===== src/rtl/arith_pkg.sv =====
// Shared arithmetic helpers for the count/thermometer blocks, plus the
// state encoding of the thermometer decoder FSM.
//   log2floor(v)  : floor(log2(v)), 0 for v <= 1
//   ceil_div(a,b) : ceil(a/b)
//   cnt_width(d)  : width of a population count over d bits
package arith_pkg;

  function automatic int unsigned log2floor(input int unsigned v);
    int unsigned r;
    r = 0;
    for (int unsigned i = 1; i < 32; i++) begin
      if ((v >> i) != 0) r = i;
    end
    return r;
  endfunction

  function automatic int unsigned ceil_div(input int unsigned a, input int unsigned b);
    return (a + b - 1) / b;
  endfunction

  function automatic int unsigned cnt_width(input int unsigned depth);
    return log2floor(depth) + 1;
  endfunction

  typedef enum logic {
    ST_IDLE = 1'b0,
    ST_SEND = 1'b1
  } thermo_state_e;

endpackage


===== src/rtl/thermo_slice.sv =====
// One width-bit window of a thermometer code.
//   cnt_i   : number of leading ones in the full vector
//   base_i  : bit position of slice bit 0 within the full vector
//   slice_o : bit j set iff base_i + j < cnt_i
module thermo_slice #(
  parameter int unsigned width = 8,
  parameter int unsigned cw    = 5
) (
  input  logic [cw-1:0]    cnt_i,
  input  logic [cw-1:0]    base_i,
  output logic [width-1:0] slice_o
);

  // One extra bit so base + j cannot wrap for the final beat.
  typedef logic [cw:0] sum_t;

  always_comb begin
    slice_o = '0;
    for (int unsigned j = 0; j < width; j++) begin
      slice_o[j] = (sum_t'(base_i) + sum_t'(j)) < sum_t'(cnt_i);
    end
  end

endmodule


===== src/rtl/cnt_thermo_decoder.sv =====
// Count -> thermometer decoder, streamed out in width-bit beats.
// A count C arrives on the in_* handshake; the depth-bit vector with bits
// [min(C,depth)-1:0] set is then emitted as ceil(depth/width) beats on the
// out_* handshake, lowest bits first.
//   clk_i, rst_i              : clock, asynchronous active-high reset
//   in_valid_i/in_ready_o     : count handshake
//   in_cnt_i                  : count C (Cnt sum width)
//   out_valid_o/out_ready_i   : beat handshake
//   out_data_o                : thermometer slice of the current beat
//   out_idx_o                 : beat index 0..NB-1
//   out_last_o                : final beat of the vector
//   out_sat_o                 : C exceeded depth (held for the whole vector)
// speed=0 accepts the next count combinationally on the last-beat accept;
// speed=1 parks an early count in a skid register so in_ready_o is a pure
// register output.
module cnt_thermo_decoder
  import arith_pkg::*;
#(
  parameter int unsigned depth = 18,
  parameter int unsigned width = 8,
  parameter int unsigned speed = 0
) (
  input  logic                                         clk_i,
  input  logic                                         rst_i,
  input  logic                                         in_valid_i,
  output logic                                         in_ready_o,
  input  logic [cnt_width(depth)-1:0]                  in_cnt_i,
  output logic                                         out_valid_o,
  input  logic                                         out_ready_i,
  output logic [width-1:0]                             out_data_o,
  output logic [log2floor(ceil_div(depth, width)-1):0] out_idx_o,
  output logic                                         out_last_o,
  output logic                                         out_sat_o
);

  localparam int unsigned CW = cnt_width(depth);
  localparam int unsigned NB = ceil_div(depth, width);
  localparam int unsigned IW = log2floor(NB - 1) + 1;

  localparam logic [CW-1:0] DEPTH_C  = CW'(depth);
  localparam logic [CW-1:0] WIDTH_C  = CW'(width);
  localparam logic [IW-1:0] LAST_IDX = IW'(NB - 1);

  thermo_state_e   state_q, state_d;
  logic [CW-1:0]   csat_q,  csat_d;
  logic [CW-1:0]   base_q,  base_d;
  logic [IW-1:0]   idx_q,   idx_d;
  logic            last_q,  last_d;
  logic            sat_q,   sat_d;
  logic [width-1:0] data_q, data_d;

  logic            src_valid;
  logic [CW-1:0]   src_cnt;
  logic [CW-1:0]   src_csat;
  logic            core_ready;
  logic            core_load;
  logic            out_fire;
  logic [CW-1:0]   slice_cnt;
  logic [CW-1:0]   slice_base;
  logic [width-1:0] slice_data;

  // The core can take a new count when idle, or when its final beat is
  // being consumed this cycle (back-to-back vectors without a bubble).
  assign core_ready = (state_q == ST_IDLE) | (out_ready_i & last_q);
  assign core_load  = src_valid & core_ready;
  assign out_fire   = (state_q == ST_SEND) & out_ready_i;

  assign src_csat = (src_cnt > DEPTH_C) ? DEPTH_C : src_cnt;

  // One slice generator serves both the first beat of a freshly loaded
  // count and every following beat of the current vector.
  assign slice_cnt  = core_load ? src_csat : csat_q;
  assign slice_base = core_load ? '0 : base_q + WIDTH_C;

  thermo_slice #(
    .width (width),
    .cw    (CW)
  ) u_slice (
    .cnt_i   (slice_cnt),
    .base_i  (slice_base),
    .slice_o (slice_data)
  );

  if (speed != 0) begin : g_skid
    logic          skid_full_q, skid_full_d;
    logic [CW-1:0] skid_cnt_q,  skid_cnt_d;
    logic          in_fire;

    // Counts are taken whenever the skid slot is free; one that arrives
    // while the core is busy waits there until the core can load it.
    assign in_ready_o = ~rst_i & ~skid_full_q;
    assign in_fire    = in_valid_i & in_ready_o;
    assign src_valid  = skid_full_q | in_valid_i;
    assign src_cnt    = skid_full_q ? skid_cnt_q : in_cnt_i;

    always_comb begin
      skid_full_d = skid_full_q;
      skid_cnt_d  = skid_cnt_q;
      if (skid_full_q) begin
        if (core_load) skid_full_d = 1'b0;
      end else if (in_fire && !core_load) begin
        skid_full_d = 1'b1;
        skid_cnt_d  = in_cnt_i;
      end
    end

    always_ff @(posedge clk_i or posedge rst_i) begin
      if (rst_i) begin
        skid_full_q <= 1'b0;
        skid_cnt_q  <= '0;
      end else begin
        skid_full_q <= skid_full_d;
        skid_cnt_q  <= skid_cnt_d;
      end
    end
  end else begin : g_direct
    assign in_ready_o = ~rst_i & core_ready;
    assign src_valid  = in_valid_i;
    assign src_cnt    = in_cnt_i;
  end

  always_comb begin
    state_d = state_q;
    csat_d  = csat_q;
    base_d  = base_q;
    idx_d   = idx_q;
    last_d  = last_q;
    sat_d   = sat_q;
    data_d  = data_q;
    if (core_load) begin
      state_d = ST_SEND;
      csat_d  = src_csat;
      sat_d   = src_cnt > DEPTH_C;
      base_d  = '0;
      idx_d   = '0;
      last_d  = (LAST_IDX == '0);
      data_d  = slice_data;
    end else if (out_fire) begin
      if (last_q) begin
        state_d = ST_IDLE;
        csat_d  = '0;
        sat_d   = 1'b0;
        base_d  = '0;
        idx_d   = '0;
        last_d  = 1'b0;
        data_d  = '0;
      end else begin
        base_d  = base_q + WIDTH_C;
        idx_d   = idx_q + 1'b1;
        last_d  = (idx_q + 1'b1) == LAST_IDX;
        data_d  = slice_data;
      end
    end
  end

  always_ff @(posedge clk_i or posedge rst_i) begin
    if (rst_i) begin
      state_q <= ST_IDLE;
      csat_q  <= '0;
      base_q  <= '0;
      idx_q   <= '0;
      last_q  <= 1'b0;
      sat_q   <= 1'b0;
      data_q  <= '0;
    end else begin
      state_q <= state_d;
      csat_q  <= csat_d;
      base_q  <= base_d;
      idx_q   <= idx_d;
      last_q  <= last_d;
      sat_q   <= sat_d;
      data_q  <= data_d;
    end
  end

  assign out_valid_o = (state_q == ST_SEND);
  assign out_data_o  = data_q;
  assign out_idx_o   = idx_q;
  assign out_last_o  = last_q;
  assign out_sat_o   = sat_q;

endmodule

===== config.mk =====
export PLATFORM = sky130hd
export DESIGN_NAME = cnt_thermo_decoder
export DESIGN_NICKNAME = d
export VERILOG_FILES = /design/src/rtl/arith_pkg.sv /design/src/rtl/thermo_slice.sv /design/src/rtl/cnt_thermo_decoder.sv
export SDC_FILE = /design/constraint.sdc
export NUM_CORES = 1
export LEC_CHECK = 0
export ABC_CLOCK_PERIOD_IN_PS = 3600
export CORE_MARGIN = 3
export CORE_UTILIZATION = 40
export DETAILED_ROUTE_END_ITERATION = 12
export GPL_TIMING_DRIVEN = 0
export HOLD_SLACK_MARGIN = 0.02
export PLACE_DENSITY_LB_ADDON = 0.25
export RECOVER_POWER = 100
export SLEW_MARGIN = 20
export SYNTH_ARGS = -nofsm -noshare
export SYNTH_HDL_FRONTEND = slang
export SYNTH_HIERARCHICAL = 1
export SYNTH_SLANG_ARGS = --single-unit

===== constraint.sdc =====
create_clock -name clk_i -period 3.6 [get_ports clk_i]
set_clock_uncertainty 0.2 [all_clocks]
set_input_delay 0.72 -clock clk_i [delete_from_list [all_inputs] [get_ports clk_i]]
set_output_delay 0.72 -clock clk_i [all_outputs]
set_load 0.005 [all_outputs]

==> flow_metrics.env <==
export IMPL_status="finished, final reports clean"
export IMPL_vdd_drop_max_uv=292.3
export IMPL_hold_path_class="register to register"
export IMPL_drive_gt1_share_pct=9.160
export IMPL_fin_nets=311
export IMPL_period_minus_slack_ps=3359
export IMPL_drv_cap=0
export IMPL_p_clk_share_pct=6.7
export IMPL_grt_max_degree=21
export IMPL_root_buffer="clkbuf_8"
export IMPL_antenna_left=0
export IMPL_cp_end_kind="register"
export IMPL_die_height_microns=78.19
export IMPL_start_util_pct=42.72
export IMPL_cts_buffers=3
export IMPL_ys_top_cells_by_area="dfrtp_1 (24%), ha_1 (23%), a22o_1 (5.9%)"
export IMPL_cts_sinks=20
export IMPL_setup_viol=0
export IMPL_cp_max_fo=8
export IMPL_drv_slew=0
export IMPL_required_ps=3590
export IMPL_io_pins=23
export IMPL_synth_edf_count=0
export IMPL_startpoint_type="input pin"
export IMPL_power_uw=2182
export IMPL_cellPowerDensity_nw_per_um2=876.0
export IMPL_busiest_layer="met2"
export IMPL_relSlewSlack_pct=48.28
export IMPL_first_pass_iters=4
export IMPL_cts_setup_buffers=0
export IMPL_diodes=0
export IMPL_detail_route_wl_per_cell_microns=13.02
export IMPL_p_leak_uw=0.001153
export IMPL_setup_slack_ps=241.2
export IMPL_synth_ff_type="dfrtp_1"
export IMPL_avgSynthCellArea_sq_um=9.475
export IMPL_ys_seq_elements=20
export IMPL_yosys_warnings=6
export IMPL_p_sw_uw=972.4
export IMPL_fin_crit_sh_pct=93.30
export IMPL_p_seq_share_pct=18.6
export IMPL_yosysTopAreaCell="dfrtp_1"
export IMPL_use_met2_pct=25.09
export IMPL_fillCellCount=491
export IMPL_synth_top_cell_area_share_pct=24.01
export IMPL_path_class="input pin to register"
export IMPL_areaGrowthSynthToFinish_pct=19.51
export IMPL_hpwl_microns=3369
export IMPL_grt_ovfl_total=0
export IMPL_p_int_uw=1210
export IMPL_core_sq_um=4880
export IMPL_cts_tree="built"
export IMPL_htreeDepth=1
export IMPL_clk_latency_ps=260
export IMPL_antenna_found_initial=0
export IMPL_row_count=25
export IMPL_io_buffer_count=22
export IMPL_hold_violations=0
export IMPL_p_sw_share_pct=44.56
export IMPL_clockBufferDepth=2
export IMPL_ys_types=51
export IMPL_met3_usage_pct=3.326
export IMPL_grt_pass1_wl_microns=7686
export IMPL_use_met1_pct=21.83
export IMPL_syn_area_sq_um=2084
export IMPL_first_iter_violations=81
export IMPL_multiInputGateArea_sq_um=1520
export IMPL_yosysSeqAreaShare_pct=24.01
export IMPL_via_count=1642
export IMPL_max_freq_mhz=297.7
export IMPL_combPwrFrac_pct=74.6
export IMPL_async_flop_share_pct=100.0
export IMPL_synthCells=220
export IMPL_remaining_drc_errors=0
export IMPL_grt_pass1_vias=1670
export IMPL_routed_wl_microns=4282
export IMPL_track_usage_pct=15.61
export IMPL_gp_congestion=0.8265
export IMPL_post_place_ws_ps=-75.54
export IMPL_clk_pin_slew_ps=70
export IMPL_die_area_sq_um=6114
export IMPL_placed_cells=326
export IMPL_seq_area_sq_um=500.5
export IMPL_arrival_ps=3350
export IMPL_fp_dieW_microns=78.19
export IMPL_tightest_slew_ps=775.0
export IMPL_vias_per_cell=4.991
export IMPL_fin_tns_setup_ps=0
export IMPL_layout_cells_non_filler=329
critical path, cell delays in order:
cell and delay, ps:
clkdlybuf4s50_1 550, a21boi_4 310, nor2_2 100, nor2_1 240, buf_2 300, xnor2_1 150, ha_1 260, a21o_1 160
a21oi_1 130, o211a_1 200, a31oi_1 90, a21oi_1 140
layout make-up:
cell class	instances	share of cell area, %
Inverter	19	2.863
Buffer	8	2.160
Timing Repair Buffer	22	8.840
Multi-Input combinational cell	190	61.02
Tap cell	67	3.365
Sequential cell	20	20.09
Clock buffer	3	1.657
registers in the layout, summed over array words and instances, names as in the netlist:
signal	cells
out_sat_o	1
out_idx_o	2
base_q	2
out_data_o	8
out_last_o	1
csat_q	5
out_valid_o	1
layer usage:
metal | share of wire [%] | wire length (microns) | vias up
met5 | 0 | 0 | -
met4 | 0 | 0 | 0
met3 | 3.5 | 148 | 0
met2 | 44 | 1877 | 24
met1 | 53 | 2255 | 750
li1 | - | - | 868
synth_stat cells (all sizes together) (2+ instances only):
cell type  count
a21o           4
nand3          2
o2111ai        2
nand2         12
a211oi         4
a21oi         18
nor2           7
or2            2
nand2b         3
buf            7
a22o          14
mux2           2
inv           19
a21boi         3
xor2           3
and2b          3
a221oi         2
mux2i          2
nor2b          5
ha            38
nor3b          2
o211a          2
dfrtp         20
xnor2         13
a31oi          3
o21ai         10
a41oi          2
o211ai         3
per-stage QoR:
step | utilization, % | instance area (sq um) | hold slack [ps]
2_1_floorplan | - | 2148 | 249.9
3_3_place_gp | 50.26 | 2452 | 267.6
3_5_place_dp | 50.26 | 2452 | 269.9
4_1_cts | 51.10 | 2494 | 289.7
5_1_grt | 51.05 | 2491 | 322.0
6_report | 51.05 | 2491 | 284.1
worst paths after layout:
check	start	endpoint	slack (ps)	cells past startpoint
worst max-delay path	out_ready_i	out_data_o[7]$_DFFE_PP0P_	240	12
worst min-delay path	csat_q[1]$_DFFE_PP0P_	csat_q[1]$_DFFE_PP0P_	280	1
worst max register to register	out_last_o$_DFFE_PP0P_	out_data_o[7]$_DFFE_PP0P_	780	11
worst min register to register	csat_q[1]$_DFFE_PP0P_	csat_q[1]$_DFFE_PP0P_	280	1
max in group asynchronous	rst_i	base_q[3]$_DFFE_PP0P_	1850	2
min in group asynchronous	rst_i	out_idx_o[0]$_DFFE_PP0P_	860	2
kinds of logic after synthesis:
logic type	synth area share (%)
AOI/OAI and AO/OA	26.71
xor gates and xnor gates	6.723
adders and majority gates	22.81
buffers and inverters	6.002
DFF	24.01
muxes	2.221
other	0.1799
and+or+nand+nor	11.34
cell usage in the layout, fill, tap and decap left out, types with 2 or more instances in the layout:
cell	instances
buf_2	4
xnor2_1	13
a211oi_1	3
clkbuf_8	3
xor2_1	3
o211ai_1	3
inv_1	19
or2_2	2
nor2_1	6
ha_1	38
nand3_1	2
o21ai_0	7
a31oi_1	3
nor2b_1	5
dlygate4sd3_1	16
mux2i_1	2
conb_1	18
a21oi_1	18
a21o_1	4
o2111ai_1	2
a22o_1	14
dfrtp_1	20
o211a_1	2
and2b_1	3
buf_6	2
clkdlybuf4s50_1	6
nand2_1	12
o21ai_1	2
nand2b_1	2
a21boi_0	2
repair_timing:
action                                  4_1_cts  5_1_grt
hold buffers                                  0        0
endpoints found under the setup margin        0        2
gates resized for setup                       0        2
power by group through the flow:
stage / Clock, uW / Sequential, uW / Combinational (uW)
2_1_floorplan: 0 / 405 / 1260
3_3_place_gp: 0 / 414 / 1650
3_5_place_dp: 0 / 411 / 1680
4_1_cts: 153 / 412 / 1680
5_1_grt: 164 / 427 / 1880
6_report: 147 / 407 / 1630
Power figures use the tool's default switching activity.
